File: src/rtl/load_store_unit_if.sv
// Pipeline-to-LSU request/response signals plus the LSU's word-wide data
// memory port, bundled so the unit and its environment share one connection.
interface load_store_unit_if;
  // pipeline request
  logic        req_i;
  logic        we_i;
  logic [1:0]  size_i;
  logic        unsigned_i;
  logic [31:0] addr_i;
  logic [31:0] wdata_i;
  // pipeline response
  logic        stall_o;
  logic        done_o;
  logic        misalign_o;
  logic [31:0] rdata_o;
  // data memory port
  logic [31:0] mem_addr_o;
  logic [31:0] mem_data_o;
  logic        mem_read_o;
  logic        mem_write_o;
  logic [31:0] mem_data_i;

  // the load/store unit itself
  modport slave (
    input  req_i, we_i, size_i, unsigned_i, addr_i, wdata_i, mem_data_i,
    output stall_o, done_o, misalign_o, rdata_o,
           mem_addr_o, mem_data_o, mem_read_o, mem_write_o
  );

  // pipeline plus memory model driving the unit
  modport master (
    output req_i, we_i, size_i, unsigned_i, addr_i, wdata_i, mem_data_i,
    input  stall_o, done_o, misalign_o, rdata_o,
           mem_addr_o, mem_data_o, mem_read_o, mem_write_o
  );
endinterface

File: src/rtl/load_store_unit.sv
// MEM-stage load/store unit: stalls the pipeline for each access, extracts and
// extends sub-word loads, performs sub-word stores as read-modify-write and
// rejects misaligned or reserved-size requests without touching memory.
module load_store_unit #(
  parameter int LAT = 1
) (
  input  logic             clk_i,
  input  logic             rst_i,
  load_store_unit_if.slave bus
);

  localparam int            CW       = (LAT > 1) ? $clog2(LAT) : 1;
  localparam logic [CW-1:0] CNT_LAST = CW'(LAT - 1);

  typedef enum logic [1:0] {IDLE = 2'd0, READ = 2'd1, WRITE = 2'd2, RESP = 2'd3} state_t;

  state_t        state_q, state_d;
  logic          we_q, we_d;
  logic [1:0]    size_q, size_d;
  logic          uns_q, uns_d;
  logic [31:0]   addr_q, addr_d;
  logic [15:0]   wdata_q, wdata_d;   // only the low half is ever merged
  logic [31:0]   word_q, word_d;     // word to be written in WRITE
  logic [CW-1:0] cnt_q, cnt_d;
  logic          done_q, done_d;
  logic          mis_q, mis_d;
  logic [31:0]   rdata_q, rdata_d;

  logic          req_misalign;
  logic [7:0]    byte_v;
  logic [15:0]   half_v;
  logic [31:0]   load_val;
  logic [31:0]   merged;

  assign req_misalign = (bus.size_i == 2'b11)
                      | ((bus.size_i == 2'b01) & bus.addr_i[0])
                      | ((bus.size_i == 2'b10) & (|bus.addr_i[1:0]));

  // Lane extraction for loads and lane merge for sub-word stores, both from
  // the word currently returned by memory.
  always_comb begin
    byte_v = bus.mem_data_i[{addr_q[1:0], 3'b000} +: 8];
    half_v = bus.mem_data_i[{addr_q[1], 4'b0000} +: 16];
    case (size_q)
      2'b00:   load_val = uns_q ? {24'h0, byte_v} : {{24{byte_v[7]}}, byte_v};
      2'b01:   load_val = uns_q ? {16'h0, half_v} : {{16{half_v[15]}}, half_v};
      default: load_val = bus.mem_data_i;
    endcase
    merged = bus.mem_data_i;
    if (size_q == 2'b00) begin
      merged[{addr_q[1:0], 3'b000} +: 8] = wdata_q[7:0];
    end else if (size_q == 2'b01) begin
      merged[{addr_q[1], 4'b0000} +: 16] = wdata_q;
    end
  end

  // Next-state logic: acceptance, read wait counting, merge, response.
  always_comb begin
    state_d = state_q;
    we_d    = we_q;
    size_d  = size_q;
    uns_d   = uns_q;
    addr_d  = addr_q;
    wdata_d = wdata_q;
    word_d  = word_q;
    cnt_d   = cnt_q;
    rdata_d = '0;
    mis_d   = 1'b0;
    case (state_q)
      IDLE: begin
        if (bus.req_i) begin
          we_d    = bus.we_i;
          size_d  = bus.size_i;
          uns_d   = bus.unsigned_i;
          addr_d  = bus.addr_i;
          wdata_d = bus.wdata_i[15:0];
          word_d  = bus.wdata_i;
          cnt_d   = '0;
          if (req_misalign) begin
            state_d = RESP;
            mis_d   = 1'b1;
          end else if (bus.we_i && (bus.size_i == 2'b10)) begin
            state_d = WRITE;
          end else begin
            state_d = READ;
          end
        end
      end
      READ: begin
        if (cnt_q == CNT_LAST) begin
          if (we_q) begin
            word_d  = merged;
            state_d = WRITE;
          end else begin
            rdata_d = load_val;
            state_d = RESP;
          end
        end else begin
          cnt_d = cnt_q + 1'b1;
        end
      end
      WRITE:   state_d = RESP;
      RESP:    state_d = IDLE;
      default: state_d = IDLE;
    endcase
    done_d = (state_d == RESP);
  end

  // State and latched-field registers; reset abandons any access in flight.
  always_ff @(posedge clk_i) begin
    if (rst_i) begin
      state_q <= IDLE;
      we_q    <= 1'b0;
      size_q  <= 2'b00;
      uns_q   <= 1'b0;
      addr_q  <= '0;
      wdata_q <= '0;
      word_q  <= '0;
      cnt_q   <= '0;
      done_q  <= 1'b0;
      mis_q   <= 1'b0;
      rdata_q <= '0;
    end else begin
      state_q <= state_d;
      we_q    <= we_d;
      size_q  <= size_d;
      uns_q   <= uns_d;
      addr_q  <= addr_d;
      wdata_q <= wdata_d;
      word_q  <= word_d;
      cnt_q   <= cnt_d;
      done_q  <= done_d;
      mis_q   <= mis_d;
      rdata_q <= rdata_d;
    end
  end

  assign bus.stall_o     = ((state_q == IDLE) & bus.req_i) | (state_q == READ) | (state_q == WRITE);
  assign bus.done_o      = done_q;
  assign bus.misalign_o  = mis_q;
  assign bus.rdata_o     = rdata_q;
  assign bus.mem_read_o  = (state_q == READ);
  assign bus.mem_write_o = (state_q == WRITE);
  assign bus.mem_addr_o  = ((state_q == READ) || (state_q == WRITE)) ? {addr_q[31:2], 2'b00} : 32'h0;
  assign bus.mem_data_o  = (state_q == WRITE) ? word_q : 32'h0;

endmodule

File: src/flat_wrapper.sv
// flat-port wrapper written by rule: the top's interface ports become plain ports
module load_store_unit_flat 
#(
  parameter int LAT = 1
)
  (clk_i, rst_i, bus_req_i, bus_we_i, bus_size_i, bus_unsigned_i, bus_addr_i, bus_wdata_i, bus_mem_data_i, bus_stall_o, bus_done_o, bus_misalign_o, bus_rdata_o, bus_mem_addr_o, bus_mem_data_o, bus_mem_read_o, bus_mem_write_o);
  load_store_unit_if bus_i ();
  input  logic clk_i;
  input  logic rst_i;
  input wire logic [$bits(bus_i.req_i)-1:0] bus_req_i;
  input wire logic [$bits(bus_i.we_i)-1:0] bus_we_i;
  input wire logic [$bits(bus_i.size_i)-1:0] bus_size_i;
  input wire logic [$bits(bus_i.unsigned_i)-1:0] bus_unsigned_i;
  input wire logic [$bits(bus_i.addr_i)-1:0] bus_addr_i;
  input wire logic [$bits(bus_i.wdata_i)-1:0] bus_wdata_i;
  input wire logic [$bits(bus_i.mem_data_i)-1:0] bus_mem_data_i;
  output wire logic [$bits(bus_i.stall_o)-1:0] bus_stall_o;
  output wire logic [$bits(bus_i.done_o)-1:0] bus_done_o;
  output wire logic [$bits(bus_i.misalign_o)-1:0] bus_misalign_o;
  output wire logic [$bits(bus_i.rdata_o)-1:0] bus_rdata_o;
  output wire logic [$bits(bus_i.mem_addr_o)-1:0] bus_mem_addr_o;
  output wire logic [$bits(bus_i.mem_data_o)-1:0] bus_mem_data_o;
  output wire logic [$bits(bus_i.mem_read_o)-1:0] bus_mem_read_o;
  output wire logic [$bits(bus_i.mem_write_o)-1:0] bus_mem_write_o;
  assign bus_i.req_i = bus_req_i;
  assign bus_i.we_i = bus_we_i;
  assign bus_i.size_i = bus_size_i;
  assign bus_i.unsigned_i = bus_unsigned_i;
  assign bus_i.addr_i = bus_addr_i;
  assign bus_i.wdata_i = bus_wdata_i;
  assign bus_i.mem_data_i = bus_mem_data_i;
  assign bus_stall_o = bus_i.stall_o;
  assign bus_done_o = bus_i.done_o;
  assign bus_misalign_o = bus_i.misalign_o;
  assign bus_rdata_o = bus_i.rdata_o;
  assign bus_mem_addr_o = bus_i.mem_addr_o;
  assign bus_mem_data_o = bus_i.mem_data_o;
  assign bus_mem_read_o = bus_i.mem_read_o;
  assign bus_mem_write_o = bus_i.mem_write_o;
  load_store_unit #(.LAT(LAT)) u_core (.clk_i(clk_i), .rst_i(rst_i), .bus(bus_i));
endmodule
File: config.mk
export PLATFORM = sky130hd
export DESIGN_NAME = load_store_unit_flat
export DESIGN_NICKNAME = d
export VERILOG_FILES = /design/src/rtl/load_store_unit_if.sv /design/src/rtl/load_store_unit.sv /design/src/flat_wrapper.sv
export SDC_FILE = /design/constraint.sdc
export NUM_CORES = 1
export LEC_CHECK = 0
export BUFFER_PORTS_ARGS = -buffer_cell sky130_fd_sc_hd__buf_2
export CAP_MARGIN = 15
export CORE_MARGIN = 2
export CORE_UTILIZATION = 52
export CTS_CLUSTER_DIAMETER = 80
export CTS_CLUSTER_SIZE = 8
export DETAILED_ROUTE_END_ITERATION = 16
export PLACE_DENSITY = 0.81
export SYNTH_ARGS = -nofsm -noshare
export SYNTH_HDL_FRONTEND = slang
export SYNTH_SLANG_ARGS = --single-unit
File: constraint.sdc
create_clock -name clk_i -period 3.6 [get_ports clk_i]
set_input_delay 1.08 -clock clk_i [delete_from_list [all_inputs] [get_ports clk_i]]
set_output_delay 1.08 -clock clk_i [all_outputs]
set_load 0.02 [all_outputs]
==> flow_summary.ini, run 1 <==
[hold_path]
hp-class = reg -> reg

[floorplanning]
io_pins = 204
fp.dieH_um = 116
die_width_um = 116
num_rows = 40
die-area_um2 = 13400
initial_utilization_pct = 53.8
core_area_um2 = 12100

[yosys]
yosysTopAreaCell = dfxtp_1
synth_edf_count = 0
synth-main-ff-cell = dfxtp_1
synth_top_area_share_pct = 36.9
avgSynthCellArea_um2 = 7.70
yosysMostFrequentCell = nand2_1
yosysSeqAreaShare_pct = 36.9
netlist_top_cells_count = nand2_1 (124), dfxtp_1 (120), a21oi_1 (94)
synth_seq_cells = 120
ys_async_sr_fraction_pct = 0
yosysWarningCount = 0
syn_area_um2 = 6510
synth_cells = 846
synth.distinct_cells = 49
synthTopCellsByArea = dfxtp_1 (37%), a21oi_1 (7.2%), nand2_1 (7.1%)

[cells_and_area]
final_cells = 1184
finalNetCount = 1114
area_growth_pct = 24.9
drive_above_1_share_pct = 26.3
fin_area_um2 = 8130

[detailed_routing]
dr.pass1.iters = 6
totalWireLength_um = 20700
routed_via_density = 5.88
ant_nets = 0
drtIter0Drc = 801
drcViolationCount = 0
vias = 6956
wl_per_cell_um = 17.5

[critical_path]
cp_top_family = adder cells
end_kind = primary output
crit_slowest_cell = ha_1
startpoint_type = register
critPathMaxStageDelay_ns = 0.79
critical_path.cell_chain = inv_1 > ha_1 > and2_1 > buf_2
cp.arrival_ns = 2.06
critPathBufInv = 2
worstPathRequired_ns = 2.52
crit_path_max_fanout = 32
path_class = reg -> out

[clock_tree]
cts.clk_slew.worst_paths_ns = 0.05
numCtsBuffers = 17
cts.root.buffer_cell = clkbuf_16
clk_latency_ns = 0.41
ctsResizeCount = 0
cts-hold-fix-buffers = 0
tritoncts = built
clockBufferDepth = 2
cts_sinks = 120
cts_setup_buffers = 0
h-tree-depth = 4

[run_status]
status = finished, final reports clean

[job]
cap_violations = 0

[sta]
finClkSkew_ns = 0.00603
min_period_ns = 3.14
slew_viol_final = 0
finalSetupTns_ns = 0
setup_viol = 0
finalHoldViolations = 0
worstMarginPinSlew_ns = 1.08
fin_crit_sh_pct = 87.3
relSlewSlack_pct = 28.3
fmax_mhz = 318
final.setup.worst_slack_ns = 0.456
rsz0062_at_grt = no

[pwr]
p_leak_nw = 3.48
powerDensity_nw_per_um2 = 764
ir_drop_v = 0.000678

[place]
dp.cells = 1151
dpl.hpwl_um = 14100
portBuffers = 201
placedInstanceArea_um2 = 7540
pre_cts_ws_ns = 0.671
gp_congestion = 0.910

[global_route]
grt_pass1_vias = 6427
grt_max_degree = 54
grt_pass1_wl_um = 32400
antenna_found_initial = 1
grtUsageTotal_pct = 30.6
overflow = 0
==> path summary, 6_finish.rpt <==
path	start	to	slack, ns	depth (start not counted)
worst max-delay path	u_core.state_q[0]$_SDFF_PP0_	bus_mem_addr_o[16]	0.46	4
worst min-delay path	u_core.addr_q[6]$_SDFFE_PP0P_	u_core.addr_q[6]$_SDFFE_PP0P_	0.45	2
worst max register to register	u_core.addr_q[1]$_SDFFE_PP0P_	u_core.word_q[23]$_SDFFE_PP0P_	1.02	6
worst min register to register	u_core.addr_q[6]$_SDFFE_PP0P_	u_core.addr_q[6]$_SDFFE_PP0P_	0.45	2
==> layout make-up <==
class                           instances  area (um2)
Multi-Input combinational cell        628        3720
Antenna cell                            1        2.50
Fill cell                            1078        3980
Clock inverter                          9         123
Inverter                               17        63.8
Timing Repair Buffer                  218        1150
Tap cell                              168         210
Clock buffer                           23         468
Sequential cell                       120        2400
==> through the flow <==
stage               total power, W  util, %  hold WS [ns]
floorplan                  0.00374        -         0.432
global placement           0.00443     62.3         0.440
detailed placement         0.00448     62.3         0.445
CTS                        0.00620     67.1         0.452
global route               0.00659     67.1         0.465
finish                     0.00621     67.1         0.451
==> placed cells by master (no fill, tap or decap), drive strengths merged, types with 2 or more instances in the layout <==
cell,n
and2,63
ha,9
o32ai,7
a21oi,94
o32a,2
a211oi,32
bufinv,3
buf,218
nand2,124
a211o,23
conb,2
dfxtp,120
mux2,9
or3,11
a221oi,10
nand3,3
inv,16
nand2b,30
clkbuf,23
o311a,23
or2,3
o21ai,70
o22ai,32
clkinv,6
nor2,51
a22oi,7
a22o,7
==> metal layers <==
layer | wire, um | vias to the layer above | global-route usage, %
met4 | 728 | 0 | 14.0
met2 | 9290 | 398 | 47.4
met5 | 0 | - | 0
li1 | - | 3324 | -
met1 | 8460 | 3178 | 39.3
met3 | 2190 | 56 | 9.41
==> worst min-delay path, delay by kind of cell (launching register included) <==
kind	cells	cell delay (ns)
flip-flops	1	0.30
AND/OR/NAND/NOR	1	0.05
AO/OA/AOI/OAI	1	0.05
==> where the power goes <==
group          switching, W  internal (W)  total [W]
Clock              0.000588       0.00112    0.00171
Combinational       0.00171      0.000953    0.00266
Sequential         0.000187       0.00166    0.00185
Total               0.00248       0.00373    0.00621
==> flip-flops by register name, summed over array words and instances, names as in the netlist <==
| register | cells |
|---|---|
| u_core.wdata_q | 16 |
| u_core.uns_q | 1 |
| u_core.bus.rdata_o | 32 |
| u_core.size_q | 2 |
| u_core.addr_q | 32 |
| u_core.bus.done_o | 1 |
| u_core.word_q | 32 |
| u_core.we_q | 1 |
| u_core.state_q | 2 |
| u_core.bus.misalign_o | 1 |
==> cells by family after synthesis <==
logic type	count (synthesis)	share of synthesized area (%)
buffers and inverters	99	6.13
adder cells (fa/ha/maj)	9	1.73
AND/OR/NAND/NOR	295	21.8
multiplexers	10	1.71
other	1	0.0576
AO/OA/AOI/OAI	312	31.7
flip-flops	120	36.9
Power figures use the tool's default switching activity.
==> run 2, diff against run 1 <==
Settings changed: CORE_UTILIZATION 52 to 53, CTS_BUF_LIST from default to sky130_fd_sc_hd__clkbuf_8, PLACE_DENSITY 0.81 to 0.82, REMOVE_ABC_BUFFERS from default to 1.
==> run 2 against run 1 <==
Final cell count fell by 1.6%. Worst setup slack improved by 0.13 ns. Routed wire length down 1.8%. Design area is 2.0% lower. Highest routed layer unchanged.
==> flow_summary.ini, run 2 (synthesis gave the netlist of run 1 again) <==
[clock_tree]
clk_latency_ns = 0.46
cts_sinks = 120
cts-hold-fix-buffers = 0
cts.root.buffer_cell = clkbuf_8
numCtsBuffers = 17
cts.clk_slew.worst_paths_ns = 0.07
cts_setup_buffers = 0
clockBufferDepth = 2
tritoncts = built
ctsResizeCount = 0
h-tree-depth = 4

[global_route]
grt_pass1_wl_um = 32300
grtUsageTotal_pct = 30.6
grt_max_degree = 54
overflow = 0
grt_pass1_vias = 6441
antenna_found_initial = 0

[sta]
worstMarginPinSlew_ns = 0.957
setup_viol = 0
finalHoldViolations = 0
fin_crit_sh_pct = 83.6
finClkSkew_ns = 0.00893
worst_hold_slack_ns = 0.450
final.setup.worst_slack_ns = 0.590
fmax_mhz = 332
relSlewSlack_pct = 36.0
slew_viol_final = 0
min_period_ns = 3.01
rsz0062_at_grt = no
finalSetupTns_ns = 0

[floorplanning]
io_pins = 204
die-area_um2 = 13200
initial_utilization_pct = 54.2
fp.dieH_um = 115
num_rows = 40
core_area_um2 = 12000
die_width_um = 115

[critical_path]
cp_top_family = buffers and inverters
critPathMaxStageDelay_ns = 0.41
worstSetupStartpoint = u_core.state_q[0]$_SDFF_PP0_
startpoint_type = register
worstPathRequired_ns = 2.52
critPathBufInv = 3
r2r-start = u_core.addr_q[1]$_SDFFE_PP0P_
reg2reg_slack_ns = 1.01
critical_path.cell_chain = inv_1 > ha_1 > buf_4 > and2_1 > buf_2
crit_path_max_fanout = 24
cp.arrival_ns = 1.93
ff2ff_path_depth = 7
crit_slowest_cell = ha_1
path_class = reg -> out
end_kind = primary output
path_depth = 5

[place]
pre_cts_ws_ns = 0.630
dpl.hpwl_um = 13800
portBuffers = 201
gp_congestion = 0.931

[cells_and_area]
multi_input_area_um2 = 3720
area_growth_pct = 22.3
seqCellArea_um2 = 2400
final_common_cell = buf_2
finalNetCount = 1117
n_antenna_cell = 0
mostFrequentLayoutCells = buf_2 (201), nand2_1 (124), dfxtp_1 (120)
drive_above_1_share_pct = 26.5
fillers = 1069

[hold_path]
worstHoldStart = u_core.addr_q[24]$_SDFFE_PP0P_
holdPathStages = 2
hp-class = reg -> reg

[detailed_routing]
routed_via_density = 6.07
drtIter0Drc = 754
vias = 7073
drcViolationCount = 0
ant_nets = 0
dr.pass1.iters = 7
totalWireLength_um = 20300
wl_per_cell_um = 17.4

[pwr]
ir_drop_v = 0.000480
finalPower_w = 0.00587
p_leak_nw = 3.44
powerDensity_nw_per_um2 = 736

[job]
cap_violations = 0

[run_status]
status = finished, final reports clean
==> run 2: final cells by class <==
cell class | count | share of cell area, %
well taps | 147 | 2.31
repair buffers | 221 | 14.7
multi-input cells | 628 | 46.6
flip-flops and latches | 120 | 30.1
clock inverters | 12 | 1.98
inverters | 17 | 0.801
clock buffers | 20 | 3.45
==> run 2: power by group <==
part / leakage, nW / switching, W / internal, W
logic: 2.22 / 0.00174 / 0.000967
clock network: 0.234 / 0.000531 / 0.000795
registers: 0.984 / 0.000180 / 0.00166
==> run 2: worst paths after layout <==
check | end
worst max-delay path | bus_mem_addr_o[31]
worst min-delay path | u_core.addr_q[24]$_SDFFE_PP0P_
worst max register to register | u_core.word_q[10]$_SDFFE_PP0P_
worst min register to register | u_core.addr_q[24]$_SDFFE_PP0P_
==> run 2: layer usage <==
metal	routed length (um)	global-route usage, %	vias up
met2	9320	47.8	399
met5	0	0	-
li1	-	-	3323
met3	2060	10.4	55
met4	562	12.1	0
met1	8360	39.0	3296
==> run 2: metrics by stage <==
stage	instances	cell area, um2	util, %
floorplan	765	6180	-
global placement	1133	7540	62.7
detailed placement	1133	7540	62.7
CTS	1165	7970	66.3
global route	1165	7970	66.3
finish	1165	7970	66.3
==> run 2: tightest hold or removal path, cell delays in order, from the launching register on <==
cell and delay (ns):
dfxtp_1 0.31, nand2_1 0.05, a21oi_1 0.05
